File: config.mk
export PLATFORM = sky130hd
export DESIGN_NAME = des_frame_rx
export DESIGN_NICKNAME = d
export VERILOG_FILES = /design/src/rtl/xbar_pkg.sv /design/src/rtl/des_frame_rx_lane.sv /design/src/rtl/des_frame_rx.sv
export SDC_FILE = /design/constraint.sdc
export NUM_CORES = 1
export LEC_CHECK = 0
export ABC_AREA = 1
export CORE_MARGIN = 4
export CORE_UTILIZATION = 62
export DETAILED_ROUTE_END_ITERATION = 16
export GPL_ROUTABILITY_DRIVEN = 0
export PLACE_DENSITY_LB_ADDON = 0.12
export REMOVE_ABC_BUFFERS = 1
export SYNTH_ARGS = -nofsm -noshare
export SYNTH_HDL_FRONTEND = slang
export SYNTH_SLANG_ARGS = --single-unit
File: constraint.sdc
create_clock -name clk -period 2.66 [get_ports clk]
set_input_delay 0.266 -clock clk [delete_from_list [all_inputs] [get_ports clk]]
set_output_delay 0.266 -clock clk [all_outputs]
set_load 0.02 [all_outputs]
File: src/rtl/xbar_pkg.sv
// xbar_pkg: shared types and constants for the xbar switch, including the
// serial frame receiver front end (des_frame_rx).
//
// Contents:
//   ports, packet_width : default channel count and payload width
//   FRAME_W             : serial frame length (start + payload + parity)
//   des_state_t         : per-channel receive FSM states
//   par_ok()            : parity check helper
package xbar_pkg;

  localparam int ports        = 4;
  localparam int packet_width = 8;
  localparam int FRAME_W      = packet_width + 2;

  typedef enum logic [1:0] {
    IDLE,
    SHIFT,
    PAR
  } des_state_t;

  // The data argument is 64 bits wide so any payload width up to 64 can be
  // passed zero-extended; the zero padding does not change the XOR.
  // Returns 1 when the XOR of data and parity bit matches the selected sense
  // (0 for even parity, 1 for odd parity).
  function automatic logic par_ok(input logic [63:0] data,
                                  input logic        par_bit,
                                  input logic        odd);
    return ((^data) ^ par_bit) == odd;
  endfunction

endpackage

File: src/rtl/des_frame_rx_lane.sv
// des_frame_lane: one receive channel of des_frame_rx.
//
// Detects a start bit, shifts in DATA_W payload bits MSB first, checks the
// trailing parity bit and pushes good words into a FIFO_DEPTH-entry FIFO
// with a valid/ready output. Sticky parity and overflow flags are cleared
// by err_clr; a new error in the same cycle as err_clr wins.
//
// Ports:
//   clk, rst      clock, asynchronous active-low reset
//   serial_in     serial bit, sampled every clk (idle level 0)
//   out_data      head-of-FIFO word (0 when empty)
//   out_valid     FIFO non-empty
//   out_ready     consumer accepts; pop on out_valid && out_ready
//   parity_err    sticky parity-error flag
//   ovf_err       sticky overflow flag
//   err_clr       clears both sticky flags on the next edge
//   frame_cnt     good frames pushed, saturating (DES_FRAME_STATS_EN only)
//   err_cnt       parity/overflow drops, saturating (DES_FRAME_STATS_EN only)
//
// Optional feature macro: DES_FRAME_STATS_EN.
module des_frame_lane
  import xbar_pkg::*;
#(
  parameter int DATA_W     = packet_width,
  parameter int FIFO_DEPTH = 4,
  parameter int PARITY_ODD = 0
) (
  input  logic              clk,
  input  logic              rst,
  input  logic              serial_in,
  output logic [DATA_W-1:0] out_data,
  output logic              out_valid,
  input  logic              out_ready,
  output logic              parity_err,
  output logic              ovf_err,
`ifdef DES_FRAME_STATS_EN
  output logic [15:0]       frame_cnt,
  output logic [15:0]       err_cnt,
`endif
  input  logic              err_clr
);

  localparam int AW = $clog2(FIFO_DEPTH);
  localparam int CW = (DATA_W > 1) ? $clog2(DATA_W) : 1;
  localparam logic [CW-1:0] LAST_BIT = CW'(DATA_W - 1);

  des_state_t        state_q, state_d;
  logic [CW-1:0]     bit_cnt_q, bit_cnt_d;
  logic [DATA_W-1:0] shift_q, shift_d;
  logic [AW:0]       wr_ptr_q, wr_ptr_d;
  logic [AW:0]       rd_ptr_q, rd_ptr_d;
  logic              parity_err_q, parity_err_d;
  logic              ovf_err_q, ovf_err_d;
  logic [DATA_W-1:0] mem_q [FIFO_DEPTH];
  logic [DATA_W-1:0] mem_d [FIFO_DEPTH];

  logic frame_done;
  logic par_good;
  logic push_req, push_ok, par_bad, ovf_drop;
  logic empty, full, pop;

  // Receive FSM: start bit in IDLE, DATA_W shifts in SHIFT, parity in PAR.
  // NOTE: every signal gets a default first so no path leaves it unassigned,
  // which would otherwise infer a latch.
  always_comb begin
    state_d    = state_q;
    bit_cnt_d  = bit_cnt_q;
    shift_d    = shift_q;
    frame_done = 1'b0;
    unique case (state_q)
      IDLE: begin
        if (serial_in) begin
          state_d   = SHIFT;
          bit_cnt_d = '0;
        end
      end
      SHIFT: begin
        shift_d   = {shift_q[DATA_W-2:0], serial_in};
        bit_cnt_d = bit_cnt_q + CW'(1);
        if (bit_cnt_q == LAST_BIT) state_d = PAR;
      end
      PAR: begin
        // Unconditional return to IDLE lets a start bit follow immediately.
        frame_done = 1'b1;
        state_d    = IDLE;
      end
      default: state_d = IDLE;
    endcase
  end

  assign par_good = par_ok(64'(shift_q), serial_in, PARITY_ODD != 0);
  assign push_req = frame_done && par_good;
  assign par_bad  = frame_done && !par_good;

  // Pointers carry one extra wrap bit: equal pointers mean empty, equal
  // index with differing wrap bit means full.
  assign empty    = (wr_ptr_q == rd_ptr_q);
  assign full     = (wr_ptr_q[AW] != rd_ptr_q[AW]) &&
                    (wr_ptr_q[AW-1:0] == rd_ptr_q[AW-1:0]);
  assign pop      = !empty && out_ready;
  // A pop on the same edge frees the slot the push needs.
  assign push_ok  = push_req && (!full || pop);
  assign ovf_drop = push_req && full && !pop;

  always_comb begin
    mem_d = mem_q;
    if (push_ok) mem_d[wr_ptr_q[AW-1:0]] = shift_q;
    wr_ptr_d = wr_ptr_q + {{AW{1'b0}}, push_ok};
    rd_ptr_d = rd_ptr_q + {{AW{1'b0}}, pop};
  end

  // New errors take priority over a same-cycle clear.
  always_comb begin
    parity_err_d = parity_err_q;
    ovf_err_d    = ovf_err_q;
    if (err_clr) begin
      parity_err_d = 1'b0;
      ovf_err_d    = 1'b0;
    end
    if (par_bad)  parity_err_d = 1'b1;
    if (ovf_drop) ovf_err_d    = 1'b1;
  end

  // NOTE: sequential state is updated with non-blocking assignments so all
  // registers see the pre-edge values of each other.
  always_ff @(posedge clk or negedge rst) begin
    if (!rst) begin
      state_q      <= IDLE;
      bit_cnt_q    <= '0;
      shift_q      <= '0;
      wr_ptr_q     <= '0;
      rd_ptr_q     <= '0;
      parity_err_q <= 1'b0;
      ovf_err_q    <= 1'b0;
    end else begin
      state_q      <= state_d;
      bit_cnt_q    <= bit_cnt_d;
      shift_q      <= shift_d;
      wr_ptr_q     <= wr_ptr_d;
      rd_ptr_q     <= rd_ptr_d;
      parity_err_q <= parity_err_d;
      ovf_err_q    <= ovf_err_d;
    end
  end

  // NOTE: the FIFO storage has no reset; entries are only visible through
  // the pointers, and out_data is forced to 0 while the FIFO is empty.
  always_ff @(posedge clk) begin
    mem_q <= mem_d;
  end

  assign out_valid  = !empty;
  assign out_data   = empty ? '0 : mem_q[rd_ptr_q[AW-1:0]];
  assign parity_err = parity_err_q;
  assign ovf_err    = ovf_err_q;

`ifdef DES_FRAME_STATS_EN
  logic [15:0] frame_cnt_q, frame_cnt_d;
  logic [15:0] err_cnt_q, err_cnt_d;

  // A frame is either pushed, dropped for parity or dropped for overflow,
  // so each frame contributes at most one count.
  always_comb begin
    frame_cnt_d = frame_cnt_q;
    err_cnt_d   = err_cnt_q;
    if (push_ok && (frame_cnt_q != 16'hFFFF))
      frame_cnt_d = frame_cnt_q + 16'd1;
    if ((par_bad || ovf_drop) && (err_cnt_q != 16'hFFFF))
      err_cnt_d = err_cnt_q + 16'd1;
  end

  always_ff @(posedge clk or negedge rst) begin
    if (!rst) begin
      frame_cnt_q <= '0;
      err_cnt_q   <= '0;
    end else begin
      frame_cnt_q <= frame_cnt_d;
      err_cnt_q   <= err_cnt_d;
    end
  end

  assign frame_cnt = frame_cnt_q;
  assign err_cnt   = err_cnt_q;
`endif

endmodule

File: src/rtl/des_frame_rx.sv
// des_frame_rx: multi-channel serial frame receiver for the xbar ingress.
//
// NUM_CH independent channels, each an instance of des_frame_lane. Per-channel
// vectors are flattened: channel i occupies out_data[i*DATA_W +: DATA_W] and
// frame_cnt/err_cnt[i*16 +: 16].
//
// Ports:
//   clk, rst      clock, asynchronous active-low reset
//   serial_in     one serial bit per channel (idle level 0)
//   out_data      head-of-FIFO word per channel (0 when empty)
//   out_valid     per-channel FIFO non-empty
//   out_ready     per-channel consumer accept
//   parity_err    per-channel sticky parity-error flag
//   ovf_err       per-channel sticky overflow flag
//   err_clr       per-channel sticky flag clear
//   frame_cnt     per-channel good-frame counters (DES_FRAME_STATS_EN only)
//   err_cnt       per-channel error counters (DES_FRAME_STATS_EN only)
//
// Optional feature macro: DES_FRAME_STATS_EN.
module des_frame_rx
  import xbar_pkg::*;
#(
  parameter int NUM_CH     = ports,
  parameter int DATA_W     = packet_width,
  parameter int FIFO_DEPTH = 4,
  parameter int PARITY_ODD = 0
) (
  input  logic                     clk,
  input  logic                     rst,
  input  logic [NUM_CH-1:0]        serial_in,
  output logic [NUM_CH*DATA_W-1:0] out_data,
  output logic [NUM_CH-1:0]        out_valid,
  input  logic [NUM_CH-1:0]        out_ready,
  output logic [NUM_CH-1:0]        parity_err,
  output logic [NUM_CH-1:0]        ovf_err,
`ifdef DES_FRAME_STATS_EN
  output logic [NUM_CH*16-1:0]     frame_cnt,
  output logic [NUM_CH*16-1:0]     err_cnt,
`endif
  input  logic [NUM_CH-1:0]        err_clr
);

  for (genvar i = 0; i < NUM_CH; i++) begin : g_lane
    des_frame_lane #(
      .DATA_W     (DATA_W),
      .FIFO_DEPTH (FIFO_DEPTH),
      .PARITY_ODD (PARITY_ODD)
    ) u_lane (
      .clk        (clk),
      .rst        (rst),
      .serial_in  (serial_in[i]),
      .out_data   (out_data[i*DATA_W +: DATA_W]),
      .out_valid  (out_valid[i]),
      .out_ready  (out_ready[i]),
      .parity_err (parity_err[i]),
      .ovf_err    (ovf_err[i]),
`ifdef DES_FRAME_STATS_EN
      .frame_cnt  (frame_cnt[i*16 +: 16]),
      .err_cnt    (err_cnt[i*16 +: 16]),
`endif
      .err_clr    (err_clr[i])
    );
  end

endmodule

==> impl_summary.log, run 1 <==
[metrics] result of the run: finished, final reports clean
[metrics] antenna violations before repair: 0
[metrics] CTS tree: built
[metrics] most common cell after layout, fill and taps aside: nand2_1
[metrics] first-pass GRT wire length: 29000 um
[metrics] initial cell density of the core: 63.3%
[metrics] fin worst setup slack: approximately 100 ps
[metrics] leftover overflow at the end of global routing: 0
[metrics] final critical-path required period: 2560 ps
[metrics] setup repair after global routing missed its margin: true
[metrics] TritonCTS Sinks: 212
[metrics] final count of pins violating max slew: 0
[metrics] clock insertion delay at the later pin of the skew report: ~490 ps
[metrics] post-layout net count: roughly 1000
[metrics] count of input and output buffers: between 50 and 60
[metrics] Setup WS pre-CTS: 456 ps
[metrics] switching power: between 5 and 6 mW
[metrics] cell depth of the worst flop-to-flop path: 10
[metrics] detailed-router iteration count before antenna repair: 5
[metrics] Max Buffers Root-to-Sink: 3
[metrics] number of rows in the core area: 45
[metrics] ports placed on the boundary: just under 60
[metrics] cells after synthesis: between 900 and 1000
[metrics] Synth Warn #: 0
[metrics] setup slack of the most critical reg-to-reg path: 640 ps
[metrics] total track usage: 19.9%
[metrics] via count: 6339
[metrics] Max-slew headroom: 61.4%
[metrics] commonest non-fill, non-tap cells in the layout: 271 x nand2_1, 128 x edfxtp_1, 124 x nor2_1
[metrics] register bit count reported by yosys: 212
[metrics] via count of the first global-routing pass: 5960
[metrics] FF-to-FF End: g_lane[0].u_lane.mem_q[18]
[metrics] via count normalized by instance count: 5.12
[metrics] number of synthesized flops with an enable pin: about 130
[metrics] highest net fanout along the worst path: 11
[metrics] worst path cell trace: buf_4 -> nor2_1 -> o32ai_1 -> nand2_1 -> inv_1 -> clkdlybuf4s50_1
[metrics] final-report hold violation count: 0
[metrics] number of diodes: 0
[metrics] maximum resistive drop on vdd: 0.710 mV
[metrics] top cell family by delay on the critical path: buffers and inverters
[metrics] relative contribution of combinational cells to total power: 39.3%
[metrics] cell-internal power: 8.54 mW
[metrics] clock skew: 6.64 ps
[metrics] library cell used as clock root buffer: clkbuf_16
[metrics] DRT Wirelength: 17000 um
[metrics] delay of the slowest cell on the worst path: 620 ps
[metrics] final routed DRC violation total: 0
[metrics] number of library cell types mapped by synthesis: 26
[metrics] proportion of total power due to net switching: 38.4%
[metrics] Worst Path Class, Setup: flop to output pin
[metrics] clock-pin transition on the worst setup and hold timing paths: approximately 60 ps
[metrics] Post-Syn Area: 9660 sq um
[metrics] Final Instance Area: 11200 sq um
[metrics] worst slew pin tran: 579 ps
[metrics] CP Capture Type: output pin
[metrics] max cap viols: 0
[metrics] data required time at the worst endpoint: between 2000 and 2500 ps
[metrics] share of synthesized registers carrying an async set or reset: about two fifths
[metrics] number of clock buffers inserted by TritonCTS: 22
[metrics] fraction of layout instances using a drive strength above 1: 11.5%
[metrics] largest net degree at the start of global routing: between 40 and 50
[metrics] category of the worst setup path launch point: flop
[metrics] core area: 15300 sq um
[metrics] y dimension of the die: 133 um
[metrics] Design Power: 13.9 mW
[metrics] cell taking the most area after synthesis: edfxtp_1
[metrics] P_leak: 4.96 nW
[metrics] total power density per cell area: 1240 nW/um^2
[metrics] fraction of the yosys area taken by sequential cells: 61.5%
[metrics] worst-path cell with the longest stage delay: clkdlybuf4s50_1
[metrics] maximum clock rate: 391 MHz
[metrics] worst min-delay path class: input port to async pin
[metrics] post-route antenna net violation count: 0
[metrics] area added between synthesis and finish: 15.6%
[metrics] clock network fraction of total power: 22.9%
[metrics] portion of the clock cycle consumed by the worst path in the final layout: 96.1%
[metrics] top cell type's share of synthesized area: about two fifths
[metrics] predominant post-synthesis flop cell: edfxtp_1
[metrics] cell area after placement: slightly above 10000 sq um
[metrics] DRT iter0 DRCs: 380
[metrics] synthesized area per cell: 10.1 sq um
[metrics] Area contributors post-synth: edfxtp_1 40%, dfrtp_1 22%, nand2_1 11%
[metrics] Arrival @ worst endpoint: 2290 ps
[metrics] DPL Wire Length: 11300 um
[metrics] full die area: 17600 sq um
[metrics] maximum level of the CTS H-tree: 1
[metrics] Routed wire per std cell: 13.7 um
[metrics] final setup violating endpoints: 0
[metrics] share of power burned in registers: roughly 38%
[metrics] die extent in x: about 130 um
[metrics] Reg-to-Reg Start: g_lane[0].u_lane.shift_q[6]
[metrics] buffers plus inverters on the worst setup path: 3
==> metrics by stage <==
stage / TNS [ps] / utilization [%] / hold slack, ps / std cells
final: 0 / 73.2 / 317 / 1238
after CTS: 0 / 72.7 / 316 / 1233
after floorplan: 0 / - / -29.6 / 916
after detailed placement: 0 / 67.5 / 305 / 1192
after global placement: 0 / 67.5 / 305 / 1192
after global routing: -23.8 / 73.2 / 353 / 1238
==> power by group through the flow <==
stage                     Sequential [mW]  Clock [mW]  Combinational, mW
after global routing                 5.37        3.40               6.19
after floorplan                      5.04           0               3.67
after global placement               5.24           0               5.21
after detailed placement             5.28           0               5.36
final                                5.23        3.18               5.45
after CTS                            5.24        3.25               5.41
==> synthesized netlist by cell type, types with 3 or more instances <==
library cell,instances
a32o_1,8
buf_2,9
buf_4,19
buf_6,4
clkbuf_1,8
dfrtp_1,84
edfxtp_1,128
ha_1,24
inv_1,87
inv_2,21
nand2_1,271
nand2_2,10
nand3_1,4
nand3_2,9
nand3_4,3
nand3b_1,4
nor2_1,124
nor2_2,12
o21ai_0,72
o32ai_1,32
xnor2_1,4
xor2_1,12
==> what timing repair did <==
item                                    in CTS  in global routing
buffers inserted                             0                  5
hold endpoints to repair                    41                  0
endpoints found under the setup margin      24                 22
hold buffers                                 1                  0
gates resized for setup                      8                 16
==> sequential cells by signal, indices dropped and copies added (netlist names) <==
register                  count
g_lane.u_lane.rd_ptr_q       12
g_lane.u_lane.shift_q        32
g_lane.u_lane.ovf_err         4
g_lane.u_lane.bit_cnt_q      12
g_lane.u_lane.mem_q         128
g_lane.u_lane.parity_err      4
g_lane.u_lane.state_q         8
g_lane.u_lane.wr_ptr_q       12
==> worst max-delay path by stage <==
| stage | start | end | depth (start not counted) |
|---|---|---|---|
| floorplan | g_lane[1].u_lane.rd_ptr_q[0] | g_lane[1].u_lane.rd_ptr_q[2] | 9 |
| global placement | g_lane[0].u_lane.rd_ptr_q[1] | out_data[6] | 6 |
| detailed placement | g_lane[0].u_lane.rd_ptr_q[1] | out_data[5] | 6 |
| CTS | g_lane[1].u_lane.rd_ptr_q[1] | out_data[10] | 6 |
| global route | g_lane[2].u_lane.rd_ptr_q[0] | out_data[17] | 6 |
| finish | g_lane[0].u_lane.rd_ptr_q[0] | out_data[5] | 6 |
==> cell families (layout without fill, tap and decap cells) <==
| group | after synthesis | in the layout | share of synthesized area, % |
|---|---|---|---|
| adder cells (fa/ha/maj) | 24 | 24 | 3.11 |
| AO/OA/AOI/OAI | 116 | 116 | 7.98 |
| flip-flops | 212 | 212 | 61.5 |
| AND/OR/NAND/NOR | 440 | 440 | 19.0 |
| buffers and inverters | 148 | 219 | 6.92 |
| XOR/XNOR | 16 | 16 | 1.45 |
==> routing by layer <==
| layer | wire length [um] | GRT usage, % | share of wire [%] |
|---|---|---|---|
| met1 | 7730 | 28.0 | 45 |
| met2 | 8170 | 32.8 | 48 |
| met3 | 765 | 3.23 | 4.5 |
| met4 | 331 | 5.25 | 1.9 |
| met5 | 0 | 0 | 0 |
==> cell type report <==
type | instances | area [sq um]
fill | 1078 | 4090
clock buffer | 26 | 587
timing repair buffer | 71 | 704
inverter | 108 | 415
clock inverter | 14 | 176
multi-input combinational | 596 | 3060
sequential | 212 | 5960
tap | 211 | 264
No activity file was read; power rests on OpenSTA's default activity.
==> run 2, diff against run 1 <==
--- a/config.mk
+++ b/config.mk
@@ -6,6 +6,7 @@
 export NUM_CORES = 1
 export LEC_CHECK = 0
 export ABC_AREA = 1
+export CAP_MARGIN = 10
 export CORE_MARGIN = 4
 export CORE_UTILIZATION = 62
 export DETAILED_ROUTE_END_ITERATION = 16
==> results of run 2 <==
No change in the layout: final DEF, timing and power equal those of run 1.
==> patch: new RTL, settings of run 2 <==
`PARITY_ODD` is set to 0 in 2 places; all go to 1.
--- a/src/rtl/des_frame_rx_lane.sv
+++ b/src/rtl/des_frame_rx_lane.sv
@@ -23,7 +23,7 @@
 #(
   parameter int DATA_W     = packet_width,
   parameter int FIFO_DEPTH = 4,
-  parameter int PARITY_ODD = 0
+  parameter int PARITY_ODD = 1
 ) (
   input  logic              clk,
   input  logic              rst,
--- a/src/rtl/des_frame_rx.sv
+++ b/src/rtl/des_frame_rx.sv
@@ -23,7 +23,7 @@
   parameter int NUM_CH     = ports,
   parameter int DATA_W     = packet_width,
   parameter int FIFO_DEPTH = 4,
-  parameter int PARITY_ODD = 0
+  parameter int PARITY_ODD = 1
 ) (
   input  logic                     clk,
   input  logic                     rst,
Function: no difference found for any inputs over 10 cycles, from zero or initial values and one cycle with rst low; that may be too few to reach the edited logic, so the function may still have changed.
==> patch against run 2 <==
Sequential cell count unchanged; core utilization is 0.30 points lower; wire length fell by 4.2%; power decreased by 3.1%; cell count shrank 1.4%; area after synthesis fell by 0.25%; setup slack gained 0.0065 ns; design area decreased by 0.78%; critical path depth did not move; register-to-register slack gained 0.03 ns; critical path type unchanged; largest power group unchanged.
==> patch: results (changes against run 2) <==
status: finished clean
Worst-path clk slew: 0.06 ns (about the same)
top cells by area, synth: edfxtp_1 40%, dfrtp_1 22%, nand2_1 11%
LEAKAGE: 4.92 nW (-0.93%)
Yosys Warn Count: 0 (unchanged)
Placed Area: 10300 sq um (-0.16%)
Setup TNS: 0 ns (unchanged)
PortBufs: 57 (unchanged)
final WL: 16300 um (-4.2%)
share of cells above drive strength 1: 0.113 (-0.00164)
Total Nets Final: 1056 (+0.67%)
Root Buffer: clkbuf_16
DR iter-0 viols: 370 (-2.6%)
cts bufs inserted: 21 (-4.5%)
CP Data Arrival Time: 2.28 ns
worst hold path class: in -> async
first-pass GRT wire length: 27500 um (-5.1%)
Clock Path Buffers: 3 (unchanged)
vias in the first global route: 5866 (-1.6%)
synth unique cells: 26 (unchanged)
initial antenna violation count: 0 (unchanged)
clk_skew: 0.0103 ns (+0.00369 ns)
Critical Path Slowest Stage Cell: dfrtp_4
CTS HTree Levels: 1 (unchanged)
Post-synth top cells: 271 x nand2_1, 128 x edfxtp_1, 128 x nor2_1
Detail Placement HPWL: 10900 um (-3.2%)
Post-synth EDFFs: 128 (unchanged)
Tightest Pin Transition: 0.540 ns (-0.0386 ns)
global router's overall resource usage: 0.187 (-0.0123)
worst skew pair latency: 0.48 ns
clock network power share: 0.202 (-0.027)
Peak VDD IR: 525 uV (-26%)
Ant. Diodes: 0 (unchanged)
largest net degree at the start of global routing: 66 (+50%)
Regs by FF count: g_lane.u_lane.mem_q (128), g_lane.u_lane.shift_q (32)
via total after detailed routing: 6353 (+0.22%)
critical path's largest stage delay: 0.58 ns (-0.04 ns)
sequential area share after synthesis: 0.617 (+0.00152)
Async SR Flop Fraction: 0.396 (unchanged)
Int Pwr: 0.00821 W (-3.8%)
critical-path maximum fanout: 16 (+5)
drt pass-1 iters: 5 (unchanged)
Power Combinational: 0.00543 W (about the same)
[patch: cell types whose count changed in the layout (fill, tap and decap cells not counted), moves of 4 or more]
| cell | delta |
|---|---|
| nor2_1 | +4 |
| nor2_2 | -4 |
| inv_6 | +5 |
| buf_4 | +9 |
| inv_4 | -4 |
| clkbuf_1 | +7 |
[patch: per-layer routing]
metal  GRT usage  part of all wire
met5           0                 0
met4      0.0445             0.017
met3      0.0274             0.044
met2       0.309              0.48
met1       0.266              0.46
[patch: worst paths after layout]
kind | slack, ns | end | start | depth (start not counted)
worst max-delay path | 0.11 | out_data[19] | g_lane[2].u_lane.rd_ptr_q[0] | 6
worst min-delay path | 0.22 | g_lane[2].u_lane.shift_q[3] | rst | 2
worst min register to register | 0.48 | g_lane[2].u_lane.ovf_err | g_lane[2].u_lane.ovf_err | 2
max in group asynchronous | 1.79 | g_lane[3].u_lane.rd_ptr_q[0] | rst | 3
min in group clk | 0.37 | g_lane[3].u_lane.ovf_err | err_clr[3] | 4
worst max register to register | 0.67 | g_lane[2].u_lane.mem_q[25] | g_lane[2].u_lane.shift_q[0] | 10
[patch: kinds of logic (layout without fill, tap and decap cells)]
logic type,count (synthesis),count (layout),share of synthesized area
adders and majority gates,24,24,0.0312
buffers and inverters,148,225,0.0687
DFF,212,212,0.617
and+or+nand+nor,440,440,0.189
AOI/OAI and AO/OA,116,116,0.0800
xor gates and xnor gates,16,16,0.0145
[patch: metrics by stage]
step	cells	hold slack [ns]	power [W]	setup WS (ns)	utilization
after floorplan	916	-0.0296	0.00870	0.771	-
after global placement	1173	0.173	0.0104	0.353	0.677
after detailed placement	1173	0.176	0.0106	0.333	0.677
after CTS	1212	0.206	0.0134	0.0138	0.720
after global routing	1221	0.232	0.0145	0.000484	0.729
final	1221	0.217	0.0134	0.111	0.729
[patch: cell type report]
| type | count | area, sq um |
|---|---|---|
| sequential | 212 | 5960 |
| timing repair buffer | 79 | 753 |
| tap | 188 | 235 |
| inverter | 108 | 425 |
| multi-input combinational | 596 | 3070 |
| clock buffer | 32 | 577 |
| fill | 1085 | 4120 |
| clock inverter | 6 | 61.3 |
[patch: repair_timing]
| action | CTS | global route |
|---|---|---|
| gates resized for setup | 9 | 17 |
| endpoints found under the setup margin | 35 | 28 |
| endpoints found under the hold margin | 19 | 0 |
| cloned | 0 | 0 |
| buffers inserted | 0 | 9 |
| hold buffers | 1 | 0 |
[patch: worst max-delay path, delay by kind of cell (launching register included)]
family                    cells  cell delay, ns
AOI/OAI and AO/OA             1            0.15
DFF                           1            0.58
and+or+nand+nor               2            0.29
xor gates and xnor gates      1            0.22
buffers and inverters         2            0.57
